`src/rtl/hb_pkg.sv`:
```
// Shared state encoding, default parameter values and active-low enable levels.
// No latency; no flow control.
// No backpressure.
package hb_pkg;

    localparam int DEF_DATA_W    = 8;
    localparam int DEF_ADDR_W    = 12;
    localparam int DEF_LEN       = 4096;
    localparam int DEF_RAM_BASE  = 0;
    localparam int DEF_VERIFY    = 1;
    localparam int DEF_AUTOSTART = 1;

    // Active-low strobe levels for the ROM/RAM enables
    localparam logic EN_OFF = 1'b1;
    localparam logic EN_ON  = 1'b0;

    typedef enum logic [2:0] {
        IDLE,
        C_RD,
        C_WR,
        V_RD,
        V_CMP,
        DONE,
        FAIL
    } hb_state_e;

endpackage

```
`src/rtl/hb_bootloader_if.sv`:
```
// Program-store and RAM bus bundle between the bootloader and its memories.
// Combinational read data; no latency inside the bundle.
// No backpressure: memories answer in the same cycle.
interface hb_bootloader_if
    import hb_pkg::*;
#(
    parameter int ADDR_W = DEF_ADDR_W,
    parameter int DATA_W = DEF_DATA_W
);

    logic [ADDR_W-1:0] rom_addr;
    logic              rom_ce_bar;
    logic [DATA_W-1:0] rom_data;
    logic [ADDR_W-1:0] ram_addr;
    logic              ram_ce_bar;
    logic              ram_we_bar;
    logic [DATA_W-1:0] ram_wdata;
    logic [DATA_W-1:0] ram_rdata;

    modport master (
        output rom_addr,
        output rom_ce_bar,
        input  rom_data,
        output ram_addr,
        output ram_ce_bar,
        output ram_we_bar,
        output ram_wdata,
        input  ram_rdata
    );

    modport slave (
        input  rom_addr,
        input  rom_ce_bar,
        output rom_data,
        input  ram_addr,
        input  ram_ce_bar,
        input  ram_we_bar,
        input  ram_wdata,
        output ram_rdata
    );

endinterface

```
`src/rtl/hb_addr_counter.sv`:
```
// Word index with synchronous clear, increment enable and terminal count at LEN-1.
// Count updates one edge after clr/inc; tc is combinational from the count.
// No backpressure.
module hb_addr_counter
    import hb_pkg::*;
#(
    parameter int ADDR_W = DEF_ADDR_W,
    parameter int LEN    = DEF_LEN
) (
    input  logic              clk,
    input  logic              rst_bar,
    input  logic              clr,
    input  logic              inc,
    output logic [ADDR_W-1:0] cnt,
    output logic              tc
);

    // LEN may equal 2**ADDR_W, so the last index still fits in ADDR_W bits
    localparam logic [ADDR_W-1:0] LAST = ADDR_W'(LEN - 1);

    logic [ADDR_W-1:0] cnt_q;
    logic [ADDR_W-1:0] cnt_d;

    always_comb begin
        cnt_d = cnt_q;
        if (clr) begin
            cnt_d = '0;
        end else if (inc) begin
            cnt_d = cnt_q + ADDR_W'(1);
        end
    end

    always_ff @(posedge clk or negedge rst_bar) begin
        if (!rst_bar) begin
            cnt_q <= '0;
        end else begin
            cnt_q <= cnt_d;
        end
    end

    assign cnt = cnt_q;
    assign tc  = (cnt_q == LAST);

endmodule

```
`src/rtl/hb_bootloader.sv`:
```
// Copies LEN words from the program store into RAM, then optionally reads both back and compares.
// done after 2*LEN edges (copy only) or 4*LEN edges (copy + verify) from the start edge.
// start is ignored while busy; memories are combinational so there is no stall path.
module hb_bootloader
    import hb_pkg::*;
#(
    parameter int DATA_W    = DEF_DATA_W,
    parameter int ADDR_W    = DEF_ADDR_W,
    parameter int LEN       = DEF_LEN,
    parameter int RAM_BASE  = DEF_RAM_BASE,
    parameter int VERIFY    = DEF_VERIFY,
    parameter int AUTOSTART = DEF_AUTOSTART
) (
    input  logic              clk,
    input  logic              rst_bar,
    input  logic              start,
    hb_bootloader_if.master   mem,
    output logic              busy,
    output logic              done,
    output logic              error,
    output logic [ADDR_W-1:0] err_addr
);

    localparam logic [ADDR_W-1:0] BASE = ADDR_W'(RAM_BASE);

    hb_state_e         state_q,    state_d;
    logic [DATA_W-1:0] buf_q,      buf_d;
    logic [DATA_W-1:0] rbuf_q,     rbuf_d;
    logic [ADDR_W-1:0] err_addr_q, err_addr_d;
    logic              auto_q,     auto_d;

    logic              cnt_clr;
    logic              cnt_inc;
    logic [ADDR_W-1:0] idx;
    logic              idx_last;
    logic              go;
    logic              rom_ce_bar_c;
    logic              ram_ce_bar_c;
    logic              ram_we_bar_c;

    hb_addr_counter #(
        .ADDR_W (ADDR_W),
        .LEN    (LEN)
    ) u_idx (
        .clk     (clk),
        .rst_bar (rst_bar),
        .clr     (cnt_clr),
        .inc     (cnt_inc),
        .cnt     (idx),
        .tc      (idx_last)
    );

    // auto_q is only ever set by reset, so it fires on the first edge after release
    assign go = start | auto_q;

    always_comb begin
        state_d      = state_q;
        buf_d        = buf_q;
        rbuf_d       = rbuf_q;
        err_addr_d   = err_addr_q;
        auto_d       = 1'b0;
        cnt_clr      = 1'b0;
        cnt_inc      = 1'b0;
        rom_ce_bar_c = EN_OFF;
        ram_ce_bar_c = EN_OFF;
        ram_we_bar_c = EN_OFF;

        case (state_q)
            IDLE, DONE, FAIL: begin
                if (go) begin
                    state_d    = C_RD;
                    cnt_clr    = 1'b1;
                    err_addr_d = '0;
                end
            end
            C_RD: begin
                rom_ce_bar_c = EN_ON;
                buf_d        = mem.rom_data;
                state_d      = C_WR;
            end
            C_WR: begin
                ram_ce_bar_c = EN_ON;
                ram_we_bar_c = EN_ON;
                if (idx_last) begin
                    if (VERIFY != 0) begin
                        state_d = V_RD;
                        cnt_clr = 1'b1;
                    end else begin
                        state_d = DONE;
                    end
                end else begin
                    cnt_inc = 1'b1;
                    state_d = C_RD;
                end
            end
            V_RD: begin
                rom_ce_bar_c = EN_ON;
                ram_ce_bar_c = EN_ON;
                buf_d        = mem.rom_data;
                rbuf_d       = mem.ram_rdata;
                state_d      = V_CMP;
            end
            V_CMP: begin
                if (buf_q != rbuf_q) begin
                    state_d    = FAIL;
                    err_addr_d = idx;
                end else if (idx_last) begin
                    state_d = DONE;
                end else begin
                    cnt_inc = 1'b1;
                    state_d = V_RD;
                end
            end
            default: begin
                state_d = IDLE;
            end
        endcase
    end

    always_ff @(posedge clk or negedge rst_bar) begin
        if (!rst_bar) begin
            state_q    <= IDLE;
            buf_q      <= '0;
            rbuf_q     <= '0;
            err_addr_q <= '0;
            auto_q     <= (AUTOSTART != 0);
        end else begin
            state_q    <= state_d;
            buf_q      <= buf_d;
            rbuf_q     <= rbuf_d;
            err_addr_q <= err_addr_d;
            auto_q     <= auto_d;
        end
    end

    // Addresses follow the index in every state, giving 0 / RAM_BASE under reset
    assign mem.rom_addr   = idx;
    assign mem.ram_addr   = idx + BASE;
    assign mem.ram_wdata  = buf_q;
    assign mem.rom_ce_bar = rom_ce_bar_c;
    assign mem.ram_ce_bar = ram_ce_bar_c;
    assign mem.ram_we_bar = ram_we_bar_c;

    assign busy     = (state_q == C_RD) || (state_q == C_WR) ||
                      (state_q == V_RD) || (state_q == V_CMP);
    assign done     = (state_q == DONE);
    assign error    = (state_q == FAIL);
    assign err_addr = err_addr_q;

endmodule

```
`src/flat_wrapper.sv`:
```
// flat-port wrapper written by rule: the top's interface ports become plain ports
module hb_bootloader_flat import hb_pkg::*;
#(
    parameter int DATA_W    = DEF_DATA_W,
    parameter int ADDR_W    = DEF_ADDR_W,
    parameter int LEN       = DEF_LEN,
    parameter int RAM_BASE  = DEF_RAM_BASE,
    parameter int VERIFY    = DEF_VERIFY,
    parameter int AUTOSTART = DEF_AUTOSTART
)
  (clk, rst_bar, start, busy, done, error, err_addr, mem_rom_addr, mem_rom_ce_bar, mem_rom_data, mem_ram_addr, mem_ram_ce_bar, mem_ram_we_bar, mem_ram_wdata, mem_ram_rdata);
  hb_bootloader_if #(.ADDR_W(ADDR_W), .DATA_W(DATA_W)) mem_i ();
  input  logic clk;
  input  logic rst_bar;
  input  logic start;
  output logic busy;
  output logic done;
  output logic error;
  output logic [ADDR_W-1:0] err_addr;
  output wire logic [$bits(mem_i.rom_addr)-1:0] mem_rom_addr;
  output wire logic [$bits(mem_i.rom_ce_bar)-1:0] mem_rom_ce_bar;
  input wire logic [$bits(mem_i.rom_data)-1:0] mem_rom_data;
  output wire logic [$bits(mem_i.ram_addr)-1:0] mem_ram_addr;
  output wire logic [$bits(mem_i.ram_ce_bar)-1:0] mem_ram_ce_bar;
  output wire logic [$bits(mem_i.ram_we_bar)-1:0] mem_ram_we_bar;
  output wire logic [$bits(mem_i.ram_wdata)-1:0] mem_ram_wdata;
  input wire logic [$bits(mem_i.ram_rdata)-1:0] mem_ram_rdata;
  assign mem_rom_addr = mem_i.rom_addr;
  assign mem_rom_ce_bar = mem_i.rom_ce_bar;
  assign mem_i.rom_data = mem_rom_data;
  assign mem_ram_addr = mem_i.ram_addr;
  assign mem_ram_ce_bar = mem_i.ram_ce_bar;
  assign mem_ram_we_bar = mem_i.ram_we_bar;
  assign mem_ram_wdata = mem_i.ram_wdata;
  assign mem_i.ram_rdata = mem_ram_rdata;
  hb_bootloader #(.DATA_W(DATA_W), .ADDR_W(ADDR_W), .LEN(LEN), .RAM_BASE(RAM_BASE), .VERIFY(VERIFY), .AUTOSTART(AUTOSTART)) u_core (.clk(clk), .rst_bar(rst_bar), .start(start), .mem(mem_i), .busy(busy), .done(done), .error(error), .err_addr(err_addr));
endmodule
```
`config.mk`:
```
export PLATFORM = sky130hd
export DESIGN_NAME = hb_bootloader_flat
export DESIGN_NICKNAME = d
export VERILOG_FILES = /design/src/rtl/hb_pkg.sv /design/src/rtl/hb_bootloader_if.sv /design/src/rtl/hb_addr_counter.sv /design/src/rtl/hb_bootloader.sv /design/src/flat_wrapper.sv
export SDC_FILE = /design/constraint.sdc
export NUM_CORES = 1
export LEC_CHECK = 0
export BUFFER_PORTS_ARGS = -buffer_cell sky130_fd_sc_hd__buf_2
export CAP_MARGIN = 5
export CORE_MARGIN = 3
export CORE_UTILIZATION = 40
export DETAILED_ROUTE_END_ITERATION = 12
export HOLD_SLACK_MARGIN = 0.08
export PLACE_DENSITY = 0.63
export SLEW_MARGIN = 20
export SYNTH_ARGS = -nofsm -noshare
export SYNTH_HDL_FRONTEND = slang
export SYNTH_SLANG_ARGS = --single-unit
```
`constraint.sdc`:
```
create_clock -name clk -period 2.8 [get_ports clk]
set_input_delay 0.56 -clock clk [delete_from_list [all_inputs] [get_ports clk]]
set_output_delay 0.56 -clock clk [all_outputs]
set_load 0.005 [all_outputs]
```
==> flow_summary.toml <==
[power]
power.leakage_nw = 1.339
cellPowerDensity_nw_per_um2 = 913.2
irDropWorstVdd_mv = 0.4518

[die]
fp.dieArea_um2 = 6516
die_w_um = 80.72
core_um2 = 5238
core.rowCount = 26
die_y_um = 80.72
start_util_pct = 42.64
ios = 69

[drt]
viasPerCell = 5.147
drt_iter0_drc = 127
wl_um = 4944
dr_total_vias = 1781
dr.pass1.iters = 4
ant_nets = 0
wl_per_cell_um = 14.29
drc = 0

[synth]
syn_area_um2 = 2233
netlist_instances = 216
syn_avg_cell_area_um2 = 10.34
yosys.area_share.simple_pct = 21.46
seq_area_frac_synth_pct = 49.36
synth_edf_count = 0
ys_types = 44
synthFlopType = "dfrtp_1"
synth_fp_nets = 236
synth-compound-area-share_pct = 11.93
synthArstFlopShare_pct = 100.0
muxShareOfSynthArea_pct = 6.331
synthAdderAreaFrac_pct = 0.5602
synth_xor_xnor_area_share_pct = 3.922
ys_ff_latch = 44
synth_top_family_by_area = "simple AND/OR/NAND/NOR gates"
ys_warn_count = 0

[run]
cap_violations = 0

[placed_design]
pre_cts_slack_ns = 0.7036
dp_hpwl_um = 3540
routabilityCongestion = 0.8408
port_buffers = 68
dpl-instance-area_um2 = 2566
dp.cells = 338

[setup_path]
crit_cells = 4
worst_r2r_startpoint = "u_core.state_q[0]"
r2r_end = "u_core.u_idx.cnt[11]"
arrival_ns = 1.62
crit_path_start = "u_core.state_q[0]"
path_buf_inv = 3
critPathLaunchType = "flip-flop"
endpoint = "mem_rom_ce_bar"
worst-path-max-fanout = 18
critPathCaptureType = "primary output"
ff2ff_setup_slack_ns = 0.67
r2r.worst_path.cells = 5
max_stage_delay_ns = 0.70
cp_cell_sequence = "nor2b_1, clkinv_1, buf_4, buf_2"
worstPathRequired_ns = 2.24
slowest_stage = "dfrtp_1"
critPathKind = "flip-flop to primary output"
critical-path-top-delay-family = "flip-flops"

[timing]
rsz0062_at_grt = "false"
finalSetupViolCount = 0
hold_viol_final = 0
worst_slack_ns = 0.6178
relSlewSlack_pct = 63.03
worst_pin_slew_ns = 0.5545
max_freq_mhz = 458.2
period_needed_ns = 2.182
fin_skew_ns = 0.006498
fin_setup_tns_ns = 0
period_share_pct = 77.94
drv_slew = 0

[global_route]
track_usage_pct = 16.13
grt_pass1_vias = 1674
antenna_found_initial = 0
overflow = 0
grt_pass1_wl_um = 8059
grt_max_degree = 45

[clock_network]
clock-root-buffer = "clkbuf_8"
cts-resized-gates = 0
cts_hold_buf = 0
ctsHtreeMaxLevel = 2
post-cts-setup-buffers = 0
cts_tree = "built"
clock_latency_ns = 0.30
cts.sinks = 44
path_clk_slew_ns = 0.09
cts_max_path_buffers = 2
cts_buffers = 5

[status]
run_status = "finished clean"

[final_layout]
drive_above_1_share_pct = 36.23
diodes = 0
stdcell_count = 346
stdcell_area_um2 = 2680
syn2layout_area_growth_pct = 20.00
utilization_pct = 51.17
nets = 295

[worst_hold_path]
holdCritPathClass = "input port to asynchronous set/reset pin"
## registers in the layout (all words and copies together), names as in the netlist
register	cells
u_core.auto_q	1
u_core.rbuf_q	8
u_core.state_q	3
u_core.err_addr	12
u_core.mem.ram_wdata	8
u_core.u_idx.cnt	12
## power breakdown
| group | switching (W) | internal (W) |
|---|---|---|
| Combinational | 0.000561 | 0.000429 |
| Clock | 0.000220 | 0.000264 |
| Sequential | 0.000177 | 0.000797 |
| Total | 0.000957 | 0.00149 |
## logic make-up after synthesis
kind of cell,Yosys count
DFF,44
buffers and inverters,24
xor gates and xnor gates,10
muxes,13
and+or+nand+nor,86
AOI/OAI and AO/OA,37
other,1
adders and majority gates,1
## cell usage in the layout, fill, tap and decap left out, types with 2 or more instances in the layout
master,instances
a21oi_1,10
dfrtp_1,43
buf_4,5
o211ai_1,2
a22o_1,13
mux2_2,9
xor2_1,9
buf_2,67
nand4_1,2
nor3_1,2
a31oi_1,2
nand3_1,6
nand2_1,36
o21ai_0,5
nor4b_1,2
mux2i_1,4
nor4_4,2
clkbuf_8,5
nor3_2,2
or4_1,4
or3_1,6
inv_1,3
nand2b_1,2
nor2_1,12
## through the flow
step / power (W) / hold slack (ns)
3_5_place_dp: 0.001996 / 0.4807
6_report: 0.002447 / 0.2428
4_1_cts: 0.002487 / 0.4373
5_1_grt: 0.002642 / 0.2855
2_1_floorplan: 0.001661 / 0.2644
3_3_place_gp: 0.001970 / 0.4780
## routing by layer
layer / track usage (%) / share of wire (%)
met1: 22.41 / 46
met2: 25.17 / 47
met3: 3.812 / 6.2
met4: 4.561 / 1.3
met5: 0 / 0
## synthesized netlist by cell type, types with 2 or more instances
cell type | n | share of area, %
nor3_1 | 2 | 0.45
mux2_2 | 9 | 4.5
nor3_2 | 2 | 0.90
a31oi_1 | 2 | 0.56
or4_1 | 4 | 1.3
mux2i_1 | 4 | 1.8
a22o_1 | 13 | 5.1
nand2_1 | 36 | 6.1
nor4_4 | 2 | 1.9
dfrtp_1 | 43 | 48
clkbuf_1 | 4 | 0.67
or3_1 | 6 | 1.7
nand2b_1 | 2 | 0.56
nand4_1 | 2 | 0.56
o21ai_0 | 5 | 1.1
buf_2 | 4 | 0.90
xor2_1 | 9 | 3.5
nor4b_1 | 2 | 0.78
buf_4 | 12 | 4.0
nand3_1 | 6 | 1.3
o211ai_1 | 2 | 0.67
a21oi_1 | 10 | 2.2
nor2_1 | 12 | 2.0
inv_1 | 3 | 0.50
## worst min-delay path by stage
stage | slack, ns | end | start
floorplan | 0.26 | u_core.err_addr[0] | rst_bar
global placement | 0.48 | u_core.err_addr[9] | u_core.err_addr[9]
detailed placement | 0.48 | u_core.err_addr[8] | u_core.err_addr[8]
CTS | 0.44 | u_core.mem.ram_wdata[3] | mem_rom_data[3]
global route | 0.29 | u_core.mem.ram_wdata[1] | rst_bar
finish | 0.24 | u_core.u_idx.cnt[7] | rst_bar
## cell type report
class / count / area, um2
multi-input cells: 148 / 991.0
well taps: 70 / 87.58
clock inverters: 3 / 42.54
flip-flops and latches: 44 / 1102
repair buffers: 72 / 372.9
inverters: 4 / 15.01
clock buffers: 5 / 68.82
fillers: 501 / 2557
Power figures use the tool's default switching activity.
